--- src/rtl/fold_sig_acc.sv ---
// Rotating-XOR signature and mismatch counter over a frame of folded byte pairs.
// Results are presented through a valid/ready handshake once FRAME_LEN beats are accepted.
module fold_sig_acc #(
    parameter int unsigned FRAME_LEN = 16,
    parameter int unsigned CNT_W     = 5
) (
    input  logic             clk,
    input  logic             rst,
    input  logic             start,
    input  logic             in_valid,
    output logic             in_ready,
    input  logic [7:0]       aa,
    input  logic [7:0]       bb,
    output logic             out_valid,
    input  logic             out_ready,
    output logic [7:0]       sig_a,
    output logic [7:0]       sig_b,
    output logic [CNT_W-1:0] mismatch_cnt,
    output logic             busy
);

    localparam int unsigned BEAT_W = $clog2(FRAME_LEN + 1);
    localparam logic [BEAT_W-1:0] LAST_BEAT = BEAT_W'(FRAME_LEN - 1);

    typedef enum logic [1:0] {
        ST_IDLE = 2'd0,
        ST_RUN  = 2'd1,
        ST_DONE = 2'd2
    } state_e;

    state_e            state_q, state_d;
    logic [7:0]        sig_a_q, sig_a_d;
    logic [7:0]        sig_b_q, sig_b_d;
    logic [CNT_W-1:0]  mis_q, mis_d;
    logic [BEAT_W-1:0] beat_q, beat_d;
    logic              in_ready_q, out_valid_q, busy_q;
    logic              accept_c;

    assign accept_c = in_valid & in_ready_q;

    // Next-state and datapath update.
    always_comb begin
        state_d = state_q;
        sig_a_d = sig_a_q;
        sig_b_d = sig_b_q;
        mis_d   = mis_q;
        beat_d  = beat_q;
        case (state_q)
            ST_IDLE: begin
                if (start) begin
                    sig_a_d = 8'h00;
                    sig_b_d = 8'h00;
                    mis_d   = '0;
                    beat_d  = '0;
                    state_d = ST_RUN;
                end
            end
            ST_RUN: begin
                if (accept_c) begin
                    sig_a_d = {sig_a_q[6:0], sig_a_q[7]} ^ aa;
                    sig_b_d = {sig_b_q[6:0], sig_b_q[7]} ^ bb;
                    if ((aa != bb) && (mis_q != {CNT_W{1'b1}})) begin
                        mis_d = mis_q + CNT_W'(1);
                    end
                    beat_d = beat_q + BEAT_W'(1);
                    if (beat_q == LAST_BEAT) begin
                        state_d = ST_DONE;
                    end
                end
            end
            ST_DONE: begin
                if (out_ready) begin
                    state_d = ST_IDLE;
                end
            end
            default: state_d = ST_IDLE;
        endcase
    end

    // Handshake flags are registered from the next state so they align with state_q.
    always_ff @(posedge clk or posedge rst) begin
        if (rst) begin
            state_q     <= ST_IDLE;
            sig_a_q     <= 8'h00;
            sig_b_q     <= 8'h00;
            mis_q       <= '0;
            beat_q      <= '0;
            in_ready_q  <= 1'b0;
            out_valid_q <= 1'b0;
            busy_q      <= 1'b0;
        end else begin
            state_q     <= state_d;
            sig_a_q     <= sig_a_d;
            sig_b_q     <= sig_b_d;
            mis_q       <= mis_d;
            beat_q      <= beat_d;
            in_ready_q  <= (state_d == ST_RUN);
            out_valid_q <= (state_d == ST_DONE);
            busy_q      <= (state_d != ST_IDLE);
        end
    end

    assign in_ready     = in_ready_q;
    assign out_valid    = out_valid_q;
    assign busy         = busy_q;
    assign sig_a        = sig_a_q;
    assign sig_b        = sig_b_q;
    assign mismatch_cnt = mis_q;

endmodule

--- config.mk ---
export PLATFORM = sky130hd
export DESIGN_NAME = fold_sig_acc
export DESIGN_NICKNAME = d
export VERILOG_FILES = /design/src/rtl/fold_sig_acc.sv
export SDC_FILE = /design/constraint.sdc
export NUM_CORES = 1
export LEC_CHECK = 0
export CAP_MARGIN = 20
export CORE_MARGIN = 5
export CORE_UTILIZATION = 40
export DETAILED_ROUTE_END_ITERATION = 7
export GPL_TIMING_DRIVEN = 0
export PLACE_DENSITY = 0.79
export SYNTH_ARGS = -nofsm -noshare
export SYNTH_HDL_FRONTEND = slang
export SYNTH_SLANG_ARGS = --single-unit
--- constraint.sdc ---
create_clock -name clk -period 2.3 [get_ports clk]
set_input_delay 0.345 -clock clk [delete_from_list [all_inputs] [get_ports clk]]
set_output_delay 0.345 -clock clk [all_outputs]
set_load 0.01 [all_outputs]
==> run metrics <==
outcome=complete, no violations; gr usage total=0.161; Synth Area in XOR/XNOR=0.137; Pleak=0.000945 uW; synth warn=0; relative slew slack=0.709; Synth area leaders=dfrtp_1 (48%), xnor2_1 (8.8%), nand2_1 (6.3%); final worst path period need=2.08 ns; worst slew pin tran=0.437 ns; EDFF count, synth=0; number of global-route vias before repair=1340; most frequent CP cell=ha_1; final hold violation count=0; clock tree buffer depth=2; syn nets=179; global-route wire length before repair=6.56 mm; die width=73.3 um; Core ar.=0.00394 mm2; Initial Utilization=0.406; die area=0.00537 mm2; Syn Inst Count=154; commonest cells in the netlist=dfrtp_1 (31), nand2_1 (27), xnor2_1 (16); Die H=73.3 um; Syn Area/Cell=10.4 um2; fin crit share=0.903; cell area after synthesis=0.00160 mm2; Synth Register Bits=31; Nets=231; Adder-Cell Fraction of Synth Area=0.0313; dpl cells=249; path category of the worst min-delay check=input port to asynchronous set/reset pin; Max Slew Vio Count=0; Peak VDD IR=443 uV; hold buffers post-CTS=0; top achievable clock speed=482 MHz; TritonCTS clock tree=done; Yosys cell types=33; WS Path Type=flop to flop; Clock transition at path regs=0.06 ns; Max Cap Viol=0; Synth Area in Compound Gates=0.145; post-synthesis mux area share=0.00703; CTS root buf=clkbuf_8; clock sinks=31; CP required=2.47 ns; P&R area growth vs syn=39.4%; Final ANT Viol Nets=0; cell taking the most area after synthesis=dfrtp_1; vias per cell=5.07; Cell Chain, Critical Path=ha_1 -> and3_1 -> ha_1 -> a211o_1 -> a21oi_1 -> nor2_1 -> mux2_1; routed wire length=3.84 mm; 1st-iter DRT viols=77; Placer Congestion=0.771; largest family of logic cells by synthesized area=simple AND/OR/NAND/NOR gates; largest net degree at the start of global routing=25; cts repair resizes=0; CTS Buf Count=5; wire per inst=14.9 um; Seq/Total Area, Yosys=0.484; Post-Synth Simple-Gate Area=0.170; Setup Viol. Count Final=0; Setup TNS Final=0 ns; ys flop type=dfrtp_1; post-CTS setup buffer count=0; CP max FO=4; initial antenna violation count=0; Remaining Overflow, GRT=0; DR vias=1304; layout cell share with drive strength beyond 1=0.101; crit path DAT=2.24 ns; fin util=0.566; Boundary Pins=45; Max H-tree Level=2; CP bufs+invs=0; drt pass-1 iters=4; slowest stage cell, crit path=dfrtp_1; ANT cells=0; Cell Rows=23; Critical Path Source Type=flop; Top delay family on crit path=adder cells; RSZ-0062 raised after global routing=false; CP peak stage delay=0.41 ns; fin cells=257; PwrDens=1240 mW/mm2; Final HPWL DP=2.87 mm; DRC Markers=0; async set or reset register ratio after synthesis=1.00; Port Buffers=44; CP endpoint kind=flop; clk_lat worst skew=0.29 ns; final clock skew=0.00459 ns; area share of the largest cell type after synthesis=0.484; count leader, synth=dfrtp_1
final timing paths:
path	slack, ns	cells past startpoint	from	endpoint
max in group asynchronous	1.51	3	rst	sig_a[3]$_DFFE_PP0P_
worst min register to register	0.50	2	beat_q[4]$_DFFE_PP0P_	beat_q[4]$_DFFE_PP0P_
worst max-delay path	0.22	7	mismatch_cnt[0]$_DFFE_PP0P_	mismatch_cnt[0]$_DFFE_PP0P_
min in group clk	0.50	2	beat_q[4]$_DFFE_PP0P_	beat_q[4]$_DFFE_PP0P_
worst max register to register	0.22	7	mismatch_cnt[0]$_DFFE_PP0P_	mismatch_cnt[0]$_DFFE_PP0P_
worst min-delay path	0.34	2	rst	in_ready$_DFF_PP0_
cell usage in the layout, fill, tap and decap left out, drive strengths merged, types with 2 or more instances in the layout:
cell type and n:
nand2 28, xor2 9, o21ai 17, clkdlybuf4s50 44, clkbuf 10, nor2 7
o31ai 8, ha 4, nand2b 2, a22o 2, and3 4, dfrtp 31
xnor2 16, inv 2, nor4 3, nand3 4, buf 5
worst reg2reg max path, cell delays in order, from the launching register on:
cell and delay, ns:
dfrtp_1 0.41, ha_1 0.25, and3_1 0.19, ha_1 0.23
a211o_1 0.24, a21oi_1 0.21, nor2_1 0.11, mux2_1 0.31
registers in the layout, indices dropped and copies added (netlist names):
signal,cells
sig_a,8
mismatch_cnt,5
state_q,2
busy,1
in_ready,1
beat_q,5
sig_b,8
out_valid,1
routing by layer:
metal / up-vias / wire length, um / track usage
met5: - / 0 / 0
met1: 632 / 1600 / 0.200
met2: 34 / 1930 / 0.269
met3: 5 / 235 / 0.0383
li1: 633 / - / -
met4: 0 / 72 / 0.0615
metrics by stage:
step | area, um2 | setup WS (ns) | total power (uW) | hold WS, ns
2_1_floorplan | 1600 | 0.354 | 1680 | 0.449
3_3_place_gp | 2100 | 0.268 | 2250 | 0.462
3_5_place_dp | 2130 | 0.232 | 2300 | 0.474
4_1_cts | 2230 | 0.221 | 2780 | 0.342
5_1_grt | 2230 | 0.135 | 2970 | 0.376
6_report | 2230 | 0.224 | 2760 | 0.341
cells by family (layout without fill, tap and decap cells):
| logic type | count (synthesis) | count (layout) |
|---|---|---|
| buffers and inverters | 8 | 61 |
| flip-flops | 31 | 31 |
| AND/OR/NAND/NOR | 52 | 52 |
| adder cells (fa/ha/maj) | 4 | 4 |
| multiplexers | 1 | 1 |
| AO/OA/AOI/OAI | 33 | 33 |
| XOR/XNOR | 25 | 25 |
power breakdown:
part           internal [uW]  total [uW]  switching (uW)
logic                    690        1270             584
registers                781        1010             227
clock network            273         475             202
final cells by class:
| class | count | area, um2 |
|---|---|---|
| Buffer | 6 | 33.8 |
| Clock buffer | 8 | 100 |
| Fill cell | 357 | 1710 |
| Inverter | 2 | 7.51 |
| Multi-Input combinational cell | 115 | 785 |
| Sequential cell | 31 | 776 |
| Tap cell | 50 | 62.6 |
| Timing Repair Buffer | 45 | 468 |
No activity file was read; power rests on OpenSTA's default activity.
